--- src/rtl/load_return_unit.sv ---
// Load return unit: registers a load request in the memory stage, returns the
// aligned and extended load result exactly one cycle later, and serves the
// memory-mapped UART status/data and cycle/instruction counters.
module load_return_unit #(
  parameter int WIDTH = 32
) (
  input  logic             clk,
  input  logic             rst,
  input  logic             load_valid,
  input  logic [WIDTH-1:0] instr,
  input  logic [WIDTH-1:0] addr,
  input  logic [WIDTH-1:0] dmem_dout,
  input  logic [WIDTH-1:0] bios_dout,
  input  logic [7:0]       uart_rx_data,
  input  logic             uart_rx_valid,
  input  logic             uart_tx_ready,
  input  logic             instr_retired,
  input  logic             ctr_rst_we,
  output logic             uart_rx_ready,
  output logic [WIDTH-1:0] load_data,
  output logic             load_data_valid
);

  typedef enum logic [1:0] {
    RegionNone = 2'd0,
    RegionDmem = 2'd1,
    RegionBios = 2'd2,
    RegionMmio = 2'd3
  } region_e;

  localparam logic [2:0] F3Lb  = 3'b000;
  localparam logic [2:0] F3Lh  = 3'b001;
  localparam logic [2:0] F3Lw  = 3'b010;
  localparam logic [2:0] F3Lbu = 3'b100;
  localparam logic [2:0] F3Lhu = 3'b101;

  localparam logic [WIDTH-1:0] UartRxAddr = WIDTH'(32'h8000_0004);

  // Registered request state for the load returning next cycle
  logic             valid_q;
  logic [2:0]       funct3_q;
  logic [1:0]       off_q;
  region_e          region_q;
  logic [WIDTH-1:0] mmio_q;

  region_e          region_d;
  logic [WIDTH-1:0] mmio_d;

  // Free-running counters visible through MMIO
  logic [31:0] cycleCnt_q, cycleCnt_d;
  logic [31:0] instrCnt_q, instrCnt_d;

  // Byte/half extraction intermediates
  logic [WIDTH-1:0] srcWord;
  logic [7:0]       byteSel;
  logic [15:0]      halfSel;

  // Only funct3 of the instruction matters here
  logic unusedInstrBits;
  assign unusedInstrBits = ^{instr[WIDTH-1:15], instr[11:0]};

  // Decode the target region from the top address nibble
  always_comb begin
    region_d = RegionNone;
    case (addr[31:28])
      4'b0001, 4'b0011: region_d = RegionDmem;
      4'b0100:          region_d = RegionBios;
      4'b1000:          region_d = RegionMmio;
      default:          region_d = RegionNone;
    endcase
  end

  // MMIO read value is sampled in the request cycle so counters return their pre-edge value
  always_comb begin
    mmio_d = '0;
    case (addr[7:0])
      8'h00:   mmio_d = WIDTH'({uart_rx_valid, uart_tx_ready});
      8'h04:   mmio_d = WIDTH'(uart_rx_data);
      8'h10:   mmio_d = WIDTH'(cycleCnt_q);
      8'h14:   mmio_d = WIDTH'(instrCnt_q);
      default: mmio_d = '0;
    endcase
  end

  // Pop the UART receive byte only when a load actually reads the data register
  always_comb begin
    uart_rx_ready = 1'b0;
    if (!rst && load_valid && (addr == UartRxAddr) && uart_rx_valid) begin
      uart_rx_ready = 1'b1;
    end
  end

  // Counter next-state: a counter-reset store wins over the increment
  always_comb begin
    cycleCnt_d = cycleCnt_q + 32'd1;
    instrCnt_d = instrCnt_q;
    if (instr_retired) begin
      instrCnt_d = instrCnt_q + 32'd1;
    end
    if (ctr_rst_we) begin
      cycleCnt_d = '0;
      instrCnt_d = '0;
    end
  end

  // Capture the load request; reset discards any pending load
  always_ff @(posedge clk) begin
    if (rst) begin
      valid_q  <= 1'b0;
      funct3_q <= '0;
      off_q    <= '0;
      region_q <= RegionNone;
      mmio_q   <= '0;
    end else begin
      valid_q <= load_valid;
      if (load_valid) begin
        funct3_q <= instr[14:12];
        off_q    <= addr[1:0];
        region_q <= region_d;
        mmio_q   <= mmio_d;
      end
    end
  end

  // Cycle and retired-instruction counters
  always_ff @(posedge clk) begin
    if (rst) begin
      cycleCnt_q <= '0;
      instrCnt_q <= '0;
    end else begin
      cycleCnt_q <= cycleCnt_d;
      instrCnt_q <= instrCnt_d;
    end
  end

  // Select the source word and slice out the addressed byte and half
  always_comb begin
    srcWord = '0;
    case (region_q)
      RegionDmem: srcWord = dmem_dout;
      RegionBios: srcWord = bios_dout;
      RegionMmio: srcWord = mmio_q;
      default:    srcWord = '0;
    endcase
    byteSel = srcWord[{off_q, 3'b000} +: 8];
    halfSel = srcWord[{off_q[1], 4'b0000} +: 16];
  end

  // Extend the selected data and present it only in the return cycle
  always_comb begin
    load_data       = '0;
    load_data_valid = 1'b0;
    if (valid_q && !rst) begin
      load_data_valid = 1'b1;
      case (funct3_q)
        F3Lb:    load_data = {{(WIDTH-8){byteSel[7]}}, byteSel};
        F3Lbu:   load_data = {{(WIDTH-8){1'b0}}, byteSel};
        F3Lh:    load_data = {{(WIDTH-16){halfSel[15]}}, halfSel};
        F3Lhu:   load_data = {{(WIDTH-16){1'b0}}, halfSel};
        F3Lw:    load_data = srcWord;
        default: load_data = '0;
      endcase
    end
  end

endmodule

--- config.mk ---
export PLATFORM = sky130hd
export DESIGN_NAME = load_return_unit
export DESIGN_NICKNAME = d
export VERILOG_FILES = /design/src/rtl/load_return_unit.sv
export SDC_FILE = /design/constraint.sdc
export NUM_CORES = 1
export LEC_CHECK = 0
export CORE_AREA = 2 2 97 145
export DETAILED_ROUTE_END_ITERATION = 6
export DIE_AREA = 0 0 99 147
export PLACE_DENSITY_LB_ADDON = 0.12
export SLEW_MARGIN = 10
export SYNTH_ARGS = -nofsm -noshare
export SYNTH_HDL_FRONTEND = slang
export SYNTH_SLANG_ARGS = --single-unit
export TNS_END_PERCENT = 50
--- constraint.sdc ---
create_clock -name clk -period 3.2 [get_ports clk]
set_input_delay 0.8 -clock clk [delete_from_list [all_inputs] [get_ports clk]]
set_output_delay 0.8 -clock clk [all_outputs]
set_load 0.01 [all_outputs]
==> results.cfg <==
[worst_setup_path]
reg2reg_from = instrCnt_q[3]
crit_path_end = load_data[21]
required_ns = 2.40
cp-end-kind = output port
worstPathMaxFanout = 8
reg2reg_depth = 5
r2r_slack_ns = 1.08
arrival_ns = 2.36
path_class = reg -> out
rr_endpoint = instrCnt_q[27]
startpoint = region_q[0]
cp-start-kind = register

[clock_network]
cts_tree = done
root_buffer = clkbuf_16
cts-htree-levels = 3
clkSinkCount = 104
clk_latency_ns = 0.34
cts.clk_slew.worst_paths_ns = 0.08
hold_buffers = 0
clock_path_buffers = 2
cts_buffers = 9

[power]
cellLeakagePower_nw = 3.16
power.total_w = 0.00280
peakVddDrop_mv = 0.235
p_per_area_nw_per_um2 = 326

[synth]
ys.flop_type = dfxtp_1
avgSynthCellArea_um2 = 8.22
synth_top_area_share_pct = 34.0
yosys-top-cells-area = dfxtp_1 34%, mux2i_1 7.0%, nor2_1 6.4%
synthArstFlopShare_pct = 0
yosysUniqueCellTypes = 48
synth_edf_count = 0
syn_nets = 891
synthCells = 746
ys_ff_latch = 104
yosysWarnings = 0
syn_area_um2 = 6130
yosys.area.top_type = dfxtp_1
yosysSeqAreaShare_pct = 34.0

[outcome]
status = finished clean

[run]
maxCapViolCount = 0

[drt]
finalWirelength_mm = 19.4
vias_per_cell = 5.55
drc = 0
drtIter0Drc = 236
vias = 6025
antenna_left = 0
wire_per_inst_um = 17.9
firstDrtPassIters = 4

[grt]
antenna_found_initial = 0
grt_max_degree = 65
grt_pass1_wl_mm = 31.0
grtUsageTotal_pct = 26.3
grt_pass1_vias = 6231
globalRouteOverflowTotal = 0

[die]
dieHeight_um = 147
die_w_um = 99
start_util_pct = 46.0
io_pins = 177
core_area_um2 = 13300
rows = 52
die_area_um2 = 14600

[timing]
fin_crit_sh_pct = 98.6
worstMarginPinSlew_ns = 0.602
skew_ns = 0.00961
setup_violations = 0
maxSlewViolCount = 0
hold_violations = 0
fin_tns_setup_ns = 0
finalCriticalPeriod_ns = 3.16
rsz0062_at_grt = yes
timing.fmax_ghz = 0.317
slew_headroom_pct = 59.7

[final_layout]
syn_to_final_growth_pct = 40.5
design_area_um2 = 8610
nFillCells = 1125
drive_above_1_share_pct = 20.3
multiInputGateArea_um2 = 4100
nNetsFinal = 1064
n_antenna_cell = 0
seq_area_um2 = 2090
final_core_util_pct = 64.6

[placed_design]
portBuffers = 147
place_area_um2 = 8050
dp_hpwl_mm = 14.7
place_congestion = 0.964

[hold_path]
min_path_cells = 1
min_from = cycleCnt_q[0]
worstHoldPathType = reg -> reg
## layer usage
metal  up-vias  track usage, %  share of wire (%)
met1      2827            30.8                 41
met5         -               0                  0
met2       174            46.0                 50
met3        42            6.23                5.7
li1       2982               -                  -
met4         0            10.3                3.4
## synth_stat cells, types with 9 or more instances
| library cell | instances |
|---|---|
| inv_1 | 9 |
| a21oi_1 | 56 |
| nor4_1 | 10 |
| nand2_1 | 48 |
| xor2_1 | 40 |
| or3_1 | 9 |
| dfxtp_1 | 104 |
| mux2i_1 | 43 |
| clkbuf_1 | 35 |
| o21ai_0 | 24 |
| nand3_1 | 22 |
| o2bb2ai_1 | 28 |
| a31oi_1 | 9 |
| mux2_2 | 34 |
| nor2_1 | 104 |
| xnor2_1 | 15 |
| buf_1 | 12 |
| nor2b_1 | 43 |
| nand4_1 | 19 |
## worst max-delay path, stage by stage (launching register included)
cell      delay (ns)
dfxtp_4         0.39
buf_8           0.14
buf_12          0.12
buf_4           0.13
mux2_4          0.32
nand2_2         0.09
o21ai_4         0.07
a221oi_4        0.33
buf_6           0.20
a21oi_2         0.07
buf_2           0.15
## repair_timing
item | 4_1_cts | 5_1_grt
cloned | 1 | 1
resized for setup | 164 | 25
pin swaps | 12 | 8
buffers inserted | 6 | 6
setup endpoints to repair | 33 | 33
## layout make-up
cell class / instances / share of cell area [%]
sequential: 104 / 24.2
timing repair buffer: 213 / 22.1
multi-input combinational: 582 / 47.6
clock inverter: 7 / 0.741
tap: 162 / 2.35
inverter: 9 / 0.392
clock buffer: 9 / 2.61
## placed cells by master, fill, tap and decap left out, types with 9 or more instances in the layout
| cell type | count |
|---|---|
| clkdlybuf4s50_1 | 106 |
| nor2_1 | 103 |
| dfxtp_1 | 102 |
| buf_4 | 56 |
| a21oi_1 | 48 |
| nand2_1 | 46 |
| mux2i_1 | 43 |
| nor2b_1 | 41 |
| xor2_1 | 40 |
| mux2_2 | 29 |
| buf_2 | 26 |
| o21ai_0 | 23 |
| o2bb2ai_1 | 22 |
| nand3_1 | 22 |
| nand4_1 | 19 |
| xnor2_1 | 15 |
| nor4_1 | 10 |
| clkbuf_16 | 10 |
| inv_1 | 9 |
| or3_1 | 9 |
| dlygate4sd2_1 | 9 |
## cell families (layout without fill, tap and decap cells)
family	after synthesis	count (layout)	synth area share, %
flops	104	104	34.0
simple gates	303	303	25.0
fa+ha+maj	2	2	0.408
mux	79	79	14.0
compound gates	143	143	15.0
xor+xnor	55	55	7.86
buf+inv	60	238	3.76
## how the worst min path moves through the flow
| stage | to | slack, ns |
|---|---|---|
| 3_3_place_gp | cycleCnt_q[0] | 0.46 |
| 5_1_grt | instrCnt_q[31] | 0.53 |
| 3_5_place_dp | cycleCnt_q[0] | 0.48 |
| 2_1_floorplan | cycleCnt_q[0] | 0.44 |
| 6_report | cycleCnt_q[0] | 0.49 |
| 4_1_cts | cycleCnt_q[0] | 0.50 |
## power by group
group          total, W  leakage, nW  switching (W)  internal (W)
Combinational  0.000442         2.18       0.000192      0.000249
Clock           0.00105        0.136       0.000506      0.000546
Sequential      0.00131        0.840      0.0000117       0.00130
## per-stage QoR
step | hold WS [ns] | setup slack (ns) | instances
3_3_place_gp | 0.458 | -1.07 | 1060
3_5_place_dp | 0.483 | -1.17 | 1060
4_1_cts | 0.497 | -0.0344 | 1082
6_report | 0.490 | 0.0440 | 1086
2_1_floorplan | 0.438 | 0.202 | 746
5_1_grt | 0.534 | -0.0392 | 1086
## sequential cells by signal (all words and copies together), names as in the netlist
signal	flops
region_q	2
mmio_q	32
off_q	2
instrCnt_q	32
valid_q	1
funct3_q	3
cycleCnt_q	32
Power figures use the tool's default switching activity.
==> edit 1, RTL diff (config.mk and constraints unchanged) <==
`WIDTH`: 32 -> 64.
--- a/src/rtl/load_return_unit.sv
+++ b/src/rtl/load_return_unit.sv
@@ -2,7 +2,7 @@
 // aligned and extended load result exactly one cycle later, and serves the
 // memory-mapped UART status/data and cycle/instruction counters.
 module load_return_unit #(
-  parameter int WIDTH = 32
+  parameter int WIDTH = 64
 ) (
   input  logic             clk,
   input  logic             rst,
Ports: changed (5 resized); port bits go from 177 to 337. The function was not compared with the original's and may differ.
==> edit 1 against the unedited design <==
The flow now finishes with violations (setup timing); fmax fell by 7.4%; cell count rose by 31%; power is 14% higher; area after synthesis rose by 11%; sequential cell count stayed put; combinational power rose by 70%; hold slack got worse by 0.034 ns; via count grew 49%; wire length rose by 64%; setup slack got worse by 0.25 ns; global-route usage is 12 points higher; design area increased by 33%; critical path type unchanged; critical endpoint is now load_data[28]; largest cell class unchanged; largest power group unchanged.
==> edit 1: results (changes against the unedited design) <==
- Status: finished with violations
- Failing checks: setup timing
- Port Buf Inserts: 275 (+87%)
- Dpl hpwl: 20700 um (+40%)
- Critical path's largest stage delay: 0.52 ns (+0.13 ns)
- WL per Instance: 22.4 um (+25%)
- Share of post-route cells with drive strength above 1: 0.259 (+0.0553)
- Mapped Nets: 1176 (+32%)
- Yosys cell types: 53 (+10%)
- CP arrival: 2.61 ns (+0.25 ns)
- Leak: 4.29 nW (+36%)
- Clock Skew: 0.00538 ns (-0.00423 ns)
- DR vias: 8964 (+49%)
- GRT Resource Usage Total: 0.387 (+0.124)
- Ranking of synthesized cells by area: dfxtp_1 (30%), nand2_1 (6.5%), mux2i_1 (5.7%)
- Post-CTS Setup Bufs: 20 (+14)
- Most instantiated cells after synthesis: nand2_1 (118), dfxtp_1 (104), nor2_1 (82)
- Switching Fraction: 0.259 (+0.00570)
- Critical Path Fanout Max: 9 (+1)
- Final WS setup: -0.209 ns (-0.253 ns)
- Final setup fails: 60 (+60)
- Vias in the first global route: 8258 (+33%)
- CP max-delay cell: mux4_2
- Post-CTS sizing: 351 (+110%)
- Worst vdd rail ir drop: 302 uV (+29%)
- H-tree levels: 3 (unchanged)
- Drt first pass iters: 6 (+2)
- Logic gate share of total power: 0.234 (+0.077)
- Final #Nets: 1524 (+43%)
- Worst-Margin Slew: 0.772 ns (+0.170 ns)
- Final GP Congestion: 0.945 (-2.0%)
- Initial antenna violation count: 1 (+1)
- Seq pwr: 1.31 mW (about the same)
- Largest net degree at the start of global routing: 45 (-31%)
## edit 1: per-layer routing
layer	global-route usage	routed length, um	vias to the layer above
met5	0	0	-
met4	0.154	1510	0
met3	0.0809	3630	140
met2	0.648	15500	687
met1	0.483	11100	4181
li1	-	-	3956
## edit 1: logic make-up (layout without fill, tap and decap cells)
logic type / count (synthesis) / in the layout / share of synthesized area
AND/OR/NAND/NOR: 356 / 356 / 0.254
AO/OA/AOI/OAI: 248 / 249 / 0.229
flip-flops: 104 / 104 / 0.305
buffers and inverters: 91 / 443 / 0.0610
XOR/XNOR: 52 / 52 / 0.0666
multiplexers: 50 / 50 / 0.0802
adder cells (fa/ha/maj): 2 / 2 / 0.00366
other: 0 / 1 / 0
## edit 1: through the flow
| stage | TNS, ns | hold slack [ns] | power, mW | setup WS (ns) | instances |
|---|---|---|---|---|---|
| detailed placement | -73.81 | 0.442 | 1.96 | -1.47 | 1374 |
| CTS | -6.40 | 0.453 | 3.14 | -0.199 | 1413 |
| global route | -9.45 | 0.477 | 3.27 | -0.260 | 1419 |
| floorplan | 0 | 0.420 | 1.54 | 0.280 | 903 |
| finish | -6.77 | 0.456 | 3.21 | -0.209 | 1419 |
| global placement | -70.32 | 0.436 | 1.95 | -1.39 | 1374 |
## edit 1: final timing paths
kind,end,slack (ns),start,depth (start not counted)
hold reg to reg,mmio_q[26],0.46,mmio_q[26],2
setup reg to reg,cycleCnt_q[31],0.96,cycleCnt_q[14],5
setup / recovery,load_data[28],-0.21,region_q[0],11
hold / removal,mmio_q[26],0.46,mmio_q[26],2
## edit 1: area by class of cell
class	count	area (um^2)
multi-input cells	709	4910
repair buffers	410	3860
flip-flops and latches	104	2090
fillers	734	1910
clock buffers	12	256
well taps	162	203
inverters	17	63.8
clock inverters	4	51.3
diodes	1	2.50
==> edit 2, RTL diff (same flow settings) <==
Made on the original files. Reset style: asynchronous (`rst`), changed in 2 clocked blocks.
--- a/src/rtl/load_return_unit.sv
+++ b/src/rtl/load_return_unit.sv
@@ -104,7 +104,7 @@
   end
 
   // Capture the load request; reset discards any pending load
-  always_ff @(posedge clk) begin
+  always_ff @(posedge clk or posedge rst) begin
     if (rst) begin
       valid_q  <= 1'b0;
       funct3_q <= '0;
@@ -123,7 +123,7 @@
   end
 
   // Cycle and retired-instruction counters
-  always_ff @(posedge clk) begin
+  always_ff @(posedge clk or posedge rst) begin
     if (rst) begin
       cycleCnt_q <= '0;
       instrCnt_q <= '0;
Check against the original RTL: no difference found for any inputs over 10 cycles, from zero or initial values and one cycle with rst high; that may be too few to reach the edited logic, so the function may still have changed.
==> edit 2 against the unedited design <==
Register-to-register slack lost 0.19 ns; area after synthesis increased by 5.7%; via count rose by 5.2%; fmax down 1.2%; sequential cell count stayed put; power up 11%; clock skew increased by 0.0031 ns; design area rose by 3.1%; sequential share of layout area grew 5.1 points; sequential power increased by 3%; setup slack got worse by 0.038 ns; wire length increased by 10%; clock power rose by 14%; critical endpoint is now load_data[8]; largest cell class unchanged; highest routed layer unchanged.
==> edit 2: results (changes against the unedited design) <==
- Initial antenna violation count: 0 (unchanged)
- First-pass GRT wire length: 33700 um (+8.7%)
- Post-DP Area: 8500 um^2 (+5.6%)
- Number of synthesis warnings: 0 (unchanged)
- CP arrival: 2.39 ns (+0.03 ns)
- Syn Area/Cell: 8.86 um^2 (+7.8%)
- H-tree levels: 3 (unchanged)
- Final GP Congestion: 0.937 (-2.9%)
- Worst vdd rail ir drop: 299 uV (+27%)
- Dpl hpwl: 16100 um (+9.1%)
- Fill count: 1072 (-4.7%)
- Clock Skew: 0.0127 ns (+0.00306 ns)
- Finished Layout Cells: 1085 (-0.092%)
- Post-synth ARST share: 1.00 (+1.00)
- Synth top area share: 0.401 (+0.0619)
- Most instantiated cells after synthesis: dfrtp_1 (104), nor2_1 (72), nand2_1 (69)
- Share of post-route cells with drive strength above 1: 0.190 (-0.0139)
- Mapped Nets: 877 (-1.6%)
- CTS buffer count: 9 (unchanged)
- Vias in the first global route: 6364 (+2.1%)
- Seq/Total Area, Yosys: 0.401 (+0.0619)
- Clock slew at reported path FFs: 0.07 ns
- Initial DRC count: 439 (+86%)
- Top Registers: cycleCnt_q: 32 flops, instrCnt_q: 32 flops, mmio_q: 32 flops
- Yosys cell types: 47 (-2.1%)
- Largest net degree at the start of global routing: 97 (+49%)
- Leak: 3.54 nW (+12%)
- WL per Instance: 19.8 um (+10%)
- Clock Tree Root: clkbuf_16
- DR vias: 6339 (+5.2%)
- Drt first pass iters: 5 (+1)
- GRT Resource Usage Total: 0.292 (+0.0286)
- Worst relative slew slack: 0.226 (-0.371)
- ANT cells: 0 (unchanged)
- Status: finished clean
- Ranking of synthesized cells by area: dfrtp_1 (40%), mux2i_1 (5.2%), xor2_1 (5.1%)
==> edit 2: changes by cell type after synthesis, moves of 21 or more <==
cell | unedited run | this run
dfrtp_1 | 0 | 104
dfxtp_1 | 104 | 0
a21oi_1 | 56 | 16
o22ai_1 | 0 | 33
nor2_1 | 104 | 72
nor2b_1 | 43 | 12
inv_1 | 9 | 38
a22oi_1 | 8 | 35
nand2_1 | 48 | 69
==> edit 2: worst max-delay path, stage by stage <==
cell	delay (ns)
clkdlybuf4s15_1	0.19
mux2i_1	0.09
mux4_2	0.49
or3_4	0.35
o31a_4	0.17
a31oi_1	0.16
buf_2	0.15
==> edit 2: area by class of cell <==
class	instances	area [um^2]	share of cell area
Multi-Input combinational cell	540	3630	0.409
Sequential cell	104	2600	0.293
Timing Repair Buffer	223	1960	0.221
Clock buffer	11	243	0.0273
Tap cell	162	203	0.0228
Inverter	40	154	0.0173
Clock inverter	5	87.6	0.00987
==> edit 2: report_power, final <==
part	internal (mW)	leakage, nW	switching (mW)	total [mW]
Combinational	0.295	1.94	0.267	0.563
Clock	0.716	0.158	0.482	1.20
Sequential	1.33	1.43	0.0216	1.35
==> edit 2: final timing paths <==
check,from,to,slack [ns],depth (start not counted)
max,dmem_dout[7],load_data[8],0.006,7
min,cycleCnt_q[0],cycleCnt_q[0],0.54,1
max reg2reg,cycleCnt_q[0],cycleCnt_q[22],0.89,6
min reg2reg,cycleCnt_q[0],cycleCnt_q[0],0.54,1
max in group asynchronous,rst,instrCnt_q[19],1.58,4
min in group asynchronous,rst,funct3_q[1],0.88,3
==> edit 2: cell families (layout without fill, tap and decap cells) <==
group	count (synthesis)	in the layout	share of synthesized area
and+or+nand+nor	271	272	0.207
AOI/OAI and AO/OA	158	158	0.164
DFF	104	104	0.401
buffers and inverters	89	279	0.0567
xor gates and xnor gates	56	56	0.0757
muxes	52	52	0.0907
adders and majority gates	2	2	0.00386
==> edit 2: routing by layer <==
layer | vias up | global-route usage | share of wire | wire, um
met2 | 263 | 0.515 | 0.51 | 11000
met4 | 0 | 0.101 | 0.027 | 581
met5 | - | 0 | 0 | 0
met1 | 3032 | 0.365 | 0.40 | 8520
met3 | 41 | 0.0385 | 0.062 | 1320
li1 | 3003 | - | - | -
==> edit 2: metrics by stage <==
step / util / setup slack, ns / setup TNS, ns
floorplan: - / 0.289 / 0
detailed placement: 0.637 / -0.756 / -19.93
finish: 0.666 / 0.00611 / 0
global route: 0.666 / -0.0428 / -0.178
global placement: 0.637 / -0.716 / -19.08
CTS: 0.658 / -0.147 / -0.168
==> edit 2: what timing repair did <==
item | CTS | global route
buffers inserted | 10 | 1
resized for setup | 133 | 23
gates cloned | 1 | 0
endpoints found under the setup margin | 33 | 31
pin swaps | 9 | 8
